**config.mk**
```make
export PLATFORM = sky130hd
export DESIGN_NAME = data_pipe_interconnect_nx
export DESIGN_NICKNAME = d
export VERILOG_FILES = /design/src/rtl/data_pipe_interconnect_nx.sv
export SDC_FILE = /design/constraint.sdc
export NUM_CORES = 1
export LEC_CHECK = 0
export CAP_MARGIN = 30
export CORE_UTILIZATION = 41
export DETAILED_ROUTE_END_ITERATION = 8
export GPL_TIMING_DRIVEN = 0
export PLACE_DENSITY_LB_ADDON = 0.12
export SLEW_MARGIN = 20
export SYNTH_ARGS = -nofsm -noshare
export SYNTH_HDL_FRONTEND = slang
export SYNTH_SLANG_ARGS = --single-unit
```
**constraint.sdc**
```tcl
create_clock -name clock -period 2.3 [get_ports clock]
set_input_delay 0.46 -clock clock [delete_from_list [all_inputs] [get_ports clock]]
set_output_delay 0.46 -clock clock [all_outputs]
set_load 0.05 [all_outputs]
```
**src/rtl/data_pipe_interconnect_nx.sv**
```systemverilog
// N-to-1 valid/ready stream mux feeding one downstream port through a 2-entry skid buffer.
// Define DPI_NX_LAST_EN to add s_last/m_last ports and packet-locked path switching.
module data_pipe_interconnect_nx #(
    parameter int DSIZE = 8,
    parameter int NUM   = 8,
    parameter int MODE  = 0,
    localparam int PW   = $clog2(NUM)
) (
    input  logic                 clock,
    input  logic                 rst,
    input  logic                 clk_en,
    input  logic                 vld_sw,
    input  logic [PW-1:0]        sw,
    output logic [PW-1:0]        curr_path,
    input  logic [NUM-1:0]       s_valid,
    input  logic [NUM*DSIZE-1:0] s_data,
    output logic [NUM-1:0]       s_ready,
`ifdef DPI_NX_LAST_EN
    input  logic [NUM-1:0]       s_last,
    output logic                 m_last,
`endif
    output logic                 m_valid,
    output logic [DSIZE-1:0]     m_data,
    input  logic                 m_ready,
    output logic [1:0]           occupancy
);

    localparam logic [1:0] EMPTY = 2'd0;
    localparam logic [1:0] ONE   = 2'd1;
    localparam logic [1:0] TWO   = 2'd2;

    logic [1:0]       state, state_nxt;
    logic [DSIZE-1:0] head, skid, in_data;
    logic             in_valid, in_ready, push, pop;
    logic             ready_en, switch_ok, path_chg, rr_found;
    logic [PW-1:0]    target, rr_path;
    logic [NUM-1:0]   s_ready_nxt;
    logic             locked;

    assign in_valid  = s_valid[curr_path];
    assign in_ready  = s_ready[curr_path];
    assign push      = in_valid & in_ready & clk_en;
    assign pop       = m_valid & m_ready & clk_en;
    assign ready_en  = (MODE != 0) || vld_sw;
    assign m_valid   = (state != EMPTY);
    assign m_data    = head;
    assign occupancy = state;

    always_comb begin
        in_data = '0;
        for (int k = 0; k < NUM; k++) begin
            if (PW'(k) == curr_path) in_data = s_data[k*DSIZE +: DSIZE];
        end
    end

`ifdef DPI_NX_LAST_EN
    logic head_last, skid_last, in_last;

    assign in_last = s_last[curr_path];
    assign m_last  = head_last;

    // Lock is held from the first beat of a packet until its last beat has been accepted.
    always_ff @(posedge clock or posedge rst) begin
        if (rst) begin
            locked    <= 1'b0;
            head_last <= 1'b0;
            skid_last <= 1'b0;
        end else if (clk_en) begin
            if (push) locked <= !in_last;
            case (state)
                EMPTY: if (push) head_last <= in_last;
                ONE: begin
                    if (push && pop) head_last <= in_last;
                    else if (push)   skid_last <= in_last;
                end
                TWO: if (pop) head_last <= skid_last;
                default: ;
            endcase
        end
    end
`else
    assign locked = 1'b0;
`endif

    always_comb begin
        state_nxt = state;
        case (state)
            EMPTY: if (push) state_nxt = ONE;
            ONE: begin
                if (push && !pop)      state_nxt = TWO;
                else if (pop && !push) state_nxt = EMPTY;
            end
            TWO:     if (pop) state_nxt = ONE;
            default: state_nxt = EMPTY;
        endcase
    end

    // Round-robin search starts just above the current path and wraps back onto it.
    always_comb begin
        rr_found = 1'b0;
        rr_path  = curr_path;
        for (int k = 1; k <= NUM; k++) begin
            if (!rr_found && s_valid[PW'((int'(curr_path) + k) % NUM)]) begin
                rr_found = 1'b1;
                rr_path  = PW'((int'(curr_path) + k) % NUM);
            end
        end
    end

    // A requesting round-robin channel that has not yet seen its ready keeps the grant,
    // otherwise the path would rotate forever while ready lags by a cycle.
    always_comb begin
        switch_ok = clk_en && (state_nxt == EMPTY) && !push && !locked;
        if (MODE == 0) target = (int'(sw) < NUM) ? sw : curr_path;
        else           target = (in_valid && !in_ready) ? curr_path : rr_path;
        path_chg = switch_ok && (target != curr_path);
    end

    always_comb begin
        s_ready_nxt = '0;
        if (!clk_en) begin
            s_ready_nxt = ready_en ? s_ready : '0;
        end else if (!path_chg && (state_nxt != TWO) && ready_en) begin
            s_ready_nxt[curr_path] = 1'b1;
        end
    end

    always_ff @(posedge clock or posedge rst) begin
        if (rst) begin
            state     <= EMPTY;
            head      <= '0;
            skid      <= '0;
            curr_path <= '0;
            s_ready   <= '0;
        end else begin
            s_ready <= s_ready_nxt;
            if (clk_en) begin
                state <= state_nxt;
                if (path_chg) curr_path <= target;
                case (state)
                    EMPTY: if (push) head <= in_data;
                    ONE: begin
                        if (push && pop) head <= in_data;
                        else if (push)   skid <= in_data;
                    end
                    TWO: if (pop) head <= skid;
                    default: ;
                endcase
            end
        end
    end

endmodule

```
* Yosys cells after proc, flatten, opt, wreduce, memory -nomap -nowiden
Index checks and enable logic that the tools add are counted.
Word-level totals: input bits 80, register bits after elaboration 29
Cells by class: eq/ne operators 15, bitwise gates (word level) 5, $lt $le $gt $ge 2, reduce and logical (&&, ||, !) cells 20, mux-type cells 26
Operators by type and width (number):
- 8-bit 2-to-1 mux | 14
- 8-bit case mux with 3 select lines | 1
- 3-bit equality test (first input constant) | 4
- 2-bit inequality test (second input constant) | 5
- 1-bit logical AND | 9
- 2-bit 2-to-1 mux | 4
- 1-bit binary-select mux with 3-bit select | 2
- 2-bit by 3-bit equality test with 1-bit output (first input constant) | 2
- 2-bit case mux with 3 select lines | 1
- 5-bit AND reduction | 1
- 1-bit AND | 4
- 2-bit zero test | 2
- 3-bit by 4-bit less-than comparator with 1-bit output (second input constant) | 1
- 4-bit AND reduction | 1
- 1-bit demux with 3-bit select | 1
- 1-bit by 3-bit equality test with 1-bit output (first input constant) | 1
- 3-bit by 1-bit >= comparator with 1-bit output (second input constant) | 1
- 1-bit zero test | 3
- 3-bit zero test | 1
- 1-bit 2-to-1 mux | 3
- 3-bit inequality test | 1
- 3-bit nonzero test | 1
- 2-bit by 1-bit equality test with 1-bit output (second input constant) | 1
- 2-bit equality test (second input constant) | 1
- 3 further kinds | 3

* Logic depth before layout (Yosys ltp)
Gate-level depths: netlist (run 1).
depth after elaboration 18, depth in mapped cells 8, gate-level depth less buffers 5

* Least setup slack after synthesis (run 1)
OpenSTA, ideal clock, no wires.
path type reg-to-reg, start reg curr_path[1], end reg head[3] (netlist: m_data[3]), slack -0.181 ns, data arrival time 2.356 ns, path buffers 3, clock period less this slack 2.481 ns, cell stages (with the launch flop) 8, data required time 2.175 ns, cell sequence dfrtp_1 -> buf_2 -> clkbuf_1 -> clkbuf_1 -> mux4_2 -> mux2i_1 -> a21oi_1 -> mux2_4
Between the ends: longest elaborated chain between the ends 11, elaborated cells on any way between the ends 29
RTL lines:
- start, declared | line 14 | output logic [PW-1:0] curr_path,
- start signal, assigned | line 139 | if (path_chg) curr_path <= target;
- 3-bit zero test | line 52 | if (PW'(k) == curr_path) in_data = s_data[k*DSIZE +: DSIZE];
- 8-bit 2-to-1 mux (8 in series) | line 52
- 8-bit 2-to-1 mux (on tied branches) | line 143, 141
- 8-bit case mux with 3 select lines | line 140 | case (state)
- end signal, assigned | line 141 | EMPTY: if (push) head <= in_data;
- end signal, assigned | line 143 | if (push && pop) head <= in_data;
- end signal, assigned | line 146 | TWO: if (pop) head <= skid;
- end, declared | line 33 | logic [DSIZE-1:0] head, skid, in_data;
Several ways; a longest one is shown, not always the timed one. The select of a mux whose other input is x is not followed. A chain may end at the register's enable or synchronous reset.

* Final worst setup path (run 1)
start in s_valid[1], end reg head[3] (netlist: m_data[3])
Between the ends: longest elaborated chain between the ends 7, elaborated cells on any way between the ends 8
RTL lines:
- start, declared | line 15 | input logic [NUM-1:0] s_valid,
- 1-bit binary-select mux with 3-bit select (*) | line 40 | assign in_valid = s_valid[curr_path];
- 1-bit 2-to-1 mux (not written as such) (*) | line 40
- 1-bit AND (*) (2 in series) | line 42 | assign push = in_valid & in_ready & clk_en;
- 1-bit logical AND | line 143
- 2-bit inequality test (no line)
- 5-bit AND reduction (no line) (*)
Mark *: on every way between the ends. The rest lies on a longest branch, timed or not. The select of a mux whose other input is x is not followed.

==> results of run 1 <==
worst reg2reg max path, cell delays in order (launching register included):
cell	delay (ps)
dfrtp_1	500
clkbuf_1	380
clkbuf_1	440
mux2i_1	350
a21oi_1	110
mux2_4	290
worst max-delay path by stage:
stage                            end  slack, ps  cells past startpoint
after floorplan            m_data[3]         20                      6
after global placement    s_ready[4]       -430                      6
after detailed placement  s_ready[4]       -480                      6
after CTS                 s_ready[4]        -20                      5
after global routing       m_data[3]        -20                      5
final                      m_data[3]         60                      6
timing repair:
action	4_1_cts	5_1_grt
setup endpoints to repair	15	17
gates resized for setup	9	11
pin swaps	1	0
setup buffers	1	1
metal layers:
layer  track usage (%)  routed length, um  vias to the layer above
met2              39.8               3050                       99
met1              33.4               2820                     1061
met5                 0                  0                        -
li1                  -                  -                     1062
met4              8.97                105                        0
met3              6.31                414                       11
kinds of logic after synthesis:
family	after synthesis	synth area share [%]
compound gates	64	20.4
xor+xnor	4	1.68
buf+inv	32	5.93
flops	29	34.7
mux	28	17.8
simple gates	74	19.5
placed cells by master (no fill, tap or decap), types with 7 or more instances in the layout:
cell type        Yosys  final
nand2_1             20     20
clkbuf_8             0      7
o21ai_0             20     16
inv_1               15     14
clkdlybuf4s50_1      0    100
a21oi_1             13     13
or2_2               12     12
nor2_1               9      9
o31ai_1              9      9
mux2_2              10     10
mux2i_1             11     10
dfrtp_1             29     27
state kept, by name, summed over array words and instances (netlist names):
signal     count
skid           8
s_ready        8
curr_path      3
occupancy      2
m_data         8
final cells by class:
| class | count | area, um2 |
|---|---|---|
| flip-flops and latches | 29 | 728 |
| multi-input cells | 170 | 1270 |
| plain buffers | 14 | 62.6 |
| inverters | 16 | 60.1 |
| clock buffers | 7 | 96.3 |
| clock inverters | 1 | 5.00 |
| well taps | 67 | 83.8 |
| repair buffers | 103 | 1020 |
| fillers | 421 | 1480 |
power breakdown:
| part | total, mW | internal (mW) | switching (mW) |
|---|---|---|---|
| combinational | 1.69 | 0.713 | 0.982 |
| clock | 0.478 | 0.270 | 0.207 |
| sequential | 0.713 | 0.626 | 0.0874 |
| total | 2.89 | 1.61 | 1.28 |
per-stage QoR:
| stage | power (mW) | cell area [um2] | instances |
|---|---|---|---|
| floorplan | 1.81 | 2090 | 231 |
| global placement | 2.34 | 3190 | 399 |
| detailed placement | 2.37 | 3190 | 399 |
| CTS | 2.87 | 3320 | 406 |
| global route | 3.05 | 3330 | 407 |
| finish | 2.89 | 3330 | 407 |
==> run_results.csv, run 1 <==
group,metric,value,unit
sta,worst_pin_slew,641,ps
sta,slew_headroom,57.2,%
critical_path,start_kind,"input pin",
run_status,status,"completed",
global_route,grt_max_degree,30,
synth,syn_area_per_cell,9.05,um2
min_path,min_delay_worst_endpoint,"s_ready[7]",
routing,vias_per_cell,5.49,
synth,synth-seq-cells,29,
global_route,grt_pass1_vias,2162,
die,rows,25,
critical_path,slowest_stage,"mux4_2",
sta,max_freq,446,MHz
die,die_w,73.4,um
critical_path,crit_type,"in2reg",
synth,synth_flop_cell,"dfrtp_1",
synth,async_flop_share,100,%
synth,synth_area_leaders,"dfrtp_1 (35%), mux2_2 (5.4%), mux4_2 (5.4%), mux2i_1 (5.3%), o21ai_0 (4.8%)",
critical_path,crit_fanout,8,
min_path,hold_path.startpoint,"s_ready[7]",
synth,syn-instance-count,231,
synth,netlist_area,0.00209,mm2
critical_path,ff2ff_path_depth,5,
layout,synthToLayoutAreaGrowth,59.6,%
job,maxCapViolCount,0,
clock_network,clock_path_buffers,2,
synth,yosys-top-cells-count,"dfrtp_1 (29), nand2_1 (20), o21ai_0 (20)",
place,place.gp.congestion,0.787,
min_path,hold_path_class,"reg2reg",
synth,synth_cell_types,42,
clock_network,insertion_delay,280,ps
synth,netlist.area_leader.share,34.7,%
clock_network,cts_tree,"built",
die,dieHeight,73.4,um
clock_network,cts_sinks,29,
sta,rsz0062_at_grt,"true",
layout,drive_above_1_share,16.8,%
synth,synth_nets,311,
critical_path,crit_arrival,2410,ps
routing,dr.pass1.iters,4,
critical_path,rrSetupSlack,100,ps
critical_path,worstPathCellList,"clkdlybuf4s50_1 -> nand2_1 -> mux4_2 -> a22o_4 -> or2_4 -> mux2_4",
power_and_ir_drop,power_density,865,mW/mm2
critical_path,cp-end-kind,"flop",
layout,nNetsFinal,419,
critical_path,worst-path-buf-inv,1,
critical_path,r2r-end,"m_data[3]",
place,numPortBuffers,101,
sta,clock_skew,6.85,ps
die,core_area,0.00482,mm2
global_route,antenna_found_initial,0,
clock_network,postCtsHoldBufs,0,
critical_path,critPathRequiredTime,2460,ps
routing,dr_total_vias,2233,
critical_path,crit_family,"multiplexers",
synth,yosysSeqAreaShare,34.7,%
synth,yosysMostFrequentCell,"dfrtp_1",
routing,routedWlPerCell,15.7,um
routing,initialDrtViolationCount,136,
min_path,hold_depth,2,
clock_network,clockRootBuffer,"clkbuf_8",
sta,fin_ws,56.5,ps
die,initial_core_util,43.4,%
power_and_ir_drop,ir_drop,0.404,mV
sta,finalSetupTns,0,ps
die,io-pin-count,102,
layout,postLayoutCoreUtil,69.2,%
clock_network,cts_max_level,2,
sta,fin_hold_ws,515,ps
die,die_area,0.00539,mm2
critical_path,critical_path.reg2reg.startpoint,"curr_path[2]",
clock_network,numCtsBuffers,5,
global_route,grt_overflow_total,0,
sta,setup_viol,0,
power_and_ir_drop,leakagePower,1.37,nW
synth,synth_top_area_cell,"dfrtp_1",
sta,fin_crit,2240,ps
layout,antenna_cells,0,
place,hpwlAfterDp,4880,um
sta,final_hold_viol_count,0,
routing,drc,0,
global_route,grt_pass1_wl,10100,um
synth,ys_warn_count,0,
global_route,grt_usage,25.2,%
clock_network,clk_pin_slew,60,ps
sta,fin_crit_sh,97.5,%
synth,synth_edf_count,0,
critical_path,startpoint,"s_valid[1]",
routing,postRouteAntennaNets,0,
sta,slew_violations,0,
routing,drt-total-wl,6380,um
place,pre_cts_ws,-480,ps
critical_path,critical-path-max-stage-delay,520,ps
(Power assumes the default switching activity.)
==> inputs of run 2 (changes only) <==
--- a/config.mk
+++ b/config.mk
@@ -6,11 +6,11 @@
 export NUM_CORES = 1
 export LEC_CHECK = 0
 export CAP_MARGIN = 30
+export CORE_MARGIN = 2
 export CORE_UTILIZATION = 41
 export DETAILED_ROUTE_END_ITERATION = 8
 export GPL_TIMING_DRIVEN = 0
 export PLACE_DENSITY_LB_ADDON = 0.12
-export SLEW_MARGIN = 20
 export SYNTH_ARGS = -nofsm -noshare
 export SYNTH_HDL_FRONTEND = slang
 export SYNTH_SLANG_ARGS = --single-unit
==> run_results.csv, run 2 (synthesized netlist as in run 1, its figures left out) <==
group,metric,value,unit
sta,slew_violations,0,
sta,worst_pin_slew,665,ps
global_route,antenna_found_initial,0,
place,hpwlAfterDp,5030,um
min_path,hold_path_class,"reg2reg",
clock_network,clockRootBuffer,"clkbuf_8",
sta,setup_viol,0,
routing,drt-total-wl,6530,um
clock_network,insertion_delay,280,ps
layout,fin_cells,413,
place,place_inst,400,
critical_path,critPathRequiredTime,2470,ps
min_path,hold_depth,2,
critical_path,crit_type,"in2reg",
routing,dr.pass1.iters,5,
routing,drc,0,
critical_path,startpoint,"s_valid[0]",
place,place.gp.congestion,0.799,
power_and_ir_drop,leakagePower,1.41,nW
layout,fillerInstances,395,
sta,clock_skew,9.49,ps
clock_network,postCtsHoldBufs,0,
critical_path,cp-end-kind,"flop",
global_route,grt_usage,23.7,%
sta,finalSetupTns,0,ps
layout,nNetsFinal,425,
clock_network,clk_pin_slew,70,ps
sta,max_freq,435,MHz
sta,final_hold_viol_count,0,
die,die_w,75.4,um
routing,vias_per_cell,5.33,
critical_path,critical_path.reg2reg.startpoint,"curr_path[1]",
routing,routedWlPerCell,15.8,um
clock_network,numCtsBuffers,5,
power_and_ir_drop,ir_drop,0.496,mV
clock_network,cts_sinks,29,
sta,slew_headroom,55.6,%
min_path,hold_path.startpoint,"m_data[4]",
run_status,status,"completed",
job,maxCapViolCount,0,
critical_path,r2r-end,"m_data[3]",
critical_path,ff2ff_path_depth,6,
sta,fin_crit_sh,99.9,%
die,io-pin-count,102,
routing,initialDrtViolationCount,158,
die,core_area,0.00482,mm2
sta,fin_hold_ws,504,ps
global_route,grt_pass1_vias,2154,
layout,drive_above_1_share,18.2,%
critical_path,crit_fanout,8,
sta,fin_crit,2300,ps
routing,postRouteAntennaNets,0,
layout,final_cell_mix,"clkdlybuf4s50_1 (98), dfrtp_1 (27), nand2_1 (19)",
die,rows,25,
clock_network,cts_max_level,2,
place,dpl_cell_area,0.00322,mm2
critical_path,rrSetupSlack,100,ps
global_route,grt_max_degree,20,
layout,fin_area,0.00340,mm2
critical_path,crit_arrival,2470,ps
die,initial_core_util,43.4,%
layout,antenna_cells,0,
power_and_ir_drop,power_density,834,mW/mm2
layout,synthToLayoutAreaGrowth,62.7,%
place,numPortBuffers,101,
global_route,grt_pass1_wl,10200,um
critical_path,start_kind,"input pin",
die,die_area,0.00568,mm2
global_route,grt_overflow_total,0,
routing,dr_total_vias,2203,
layout,layout_commonest_cell,"clkdlybuf4s50_1",
clock_network,clock_path_buffers,2,
clock_network,cts_tree,"built",
die,dieHeight,75.4,um
min_path,min_delay_worst_endpoint,"m_data[4]",
[run 2: cell types whose count changed in the layout (fill, tap and decap cells not counted), moves of 2 or more]
cell / change
buf_4: +4
clkbuf_8: -2
clkdlybuf4s50_1: -2
dlymetal6s2s_1: +2
o21ai_0: +2
o21ai_1: -2
[run 2: power by group]
part | internal (mW) | switching (mW) | leakage, nW
combinational | 0.731 | 0.976 | 1.02
sequential | 0.626 | 0.0887 | 0.347
clock | 0.208 | 0.205 | 0.0439
total | 1.57 | 1.27 | 1.41
[run 2: worst max-delay path: stages]
cell             delay, ps
clkdlybuf4s50_1        450
nand2_1                 50
mux4_2                 530
a22o_4                 290
or2_1                  250
buf_6                  150
mux2_4                 290
[run 2: cell type report]
| cell class | instances | area [um2] | area share [%] |
|---|---|---|---|
| Clock inverter | 3 | 17.5 | 0.515 |
| Timing Repair Buffer | 108 | 1090 | 32.0 |
| Sequential cell | 29 | 728 | 21.4 |
| Clock buffer | 5 | 68.8 | 2.02 |
| Inverter | 16 | 60.1 | 1.77 |
| Tap cell | 67 | 83.8 | 2.47 |
| Buffer | 15 | 73.8 | 2.17 |
| Multi-Input combinational cell | 170 | 1280 | 37.7 |
[run 2: per-layer routing]
layer	global-route usage (%)	wire, um	up-vias	part of all wire [%]
met5	0	0	-	0
met4	4.48	34	0	0.52
met3	6.88	537	4	8.2
met2	39.5	3280	92	50
met1	30.9	2680	1036	41
li1	-	-	1071	-
[run 2: per-stage QoR]
step / power, mW / util [%] / setup slack (ps)
floorplan: 1.81 / - / 24.0
global placement: 2.33 / 66.2 / -419
detailed placement: 2.37 / 66.8 / -462
CTS: 2.80 / 69.2 / -32.6
global route: 3.02 / 70.6 / -24.4
finish: 2.84 / 70.6 / 1.65
[run 2: how the worst max path moves through the flow]
| stage | to | slack, ps | depth (start not counted) |
|---|---|---|---|
| 2_1_floorplan | m_data[3] | 20 | 6 |
| 5_1_grt | m_data[3] | -20 | 7 |
| 4_1_cts | s_ready[4] | -30 | 5 |
| 3_3_place_gp | s_ready[4] | -420 | 6 |
| 6_report | m_data[3] | 2 | 7 |
| 3_5_place_dp | s_ready[4] | -460 | 6 |
[run 2: what timing repair did]
item | 4_1_cts | 5_1_grt
gates resized for setup | 9 | 15
buffers inserted | 0 | 6
setup endpoints to repair | 11 | 20
hold endpoints to repair | 0 | 0
gates cloned | 0 | 0
pin swaps | 1 | 5
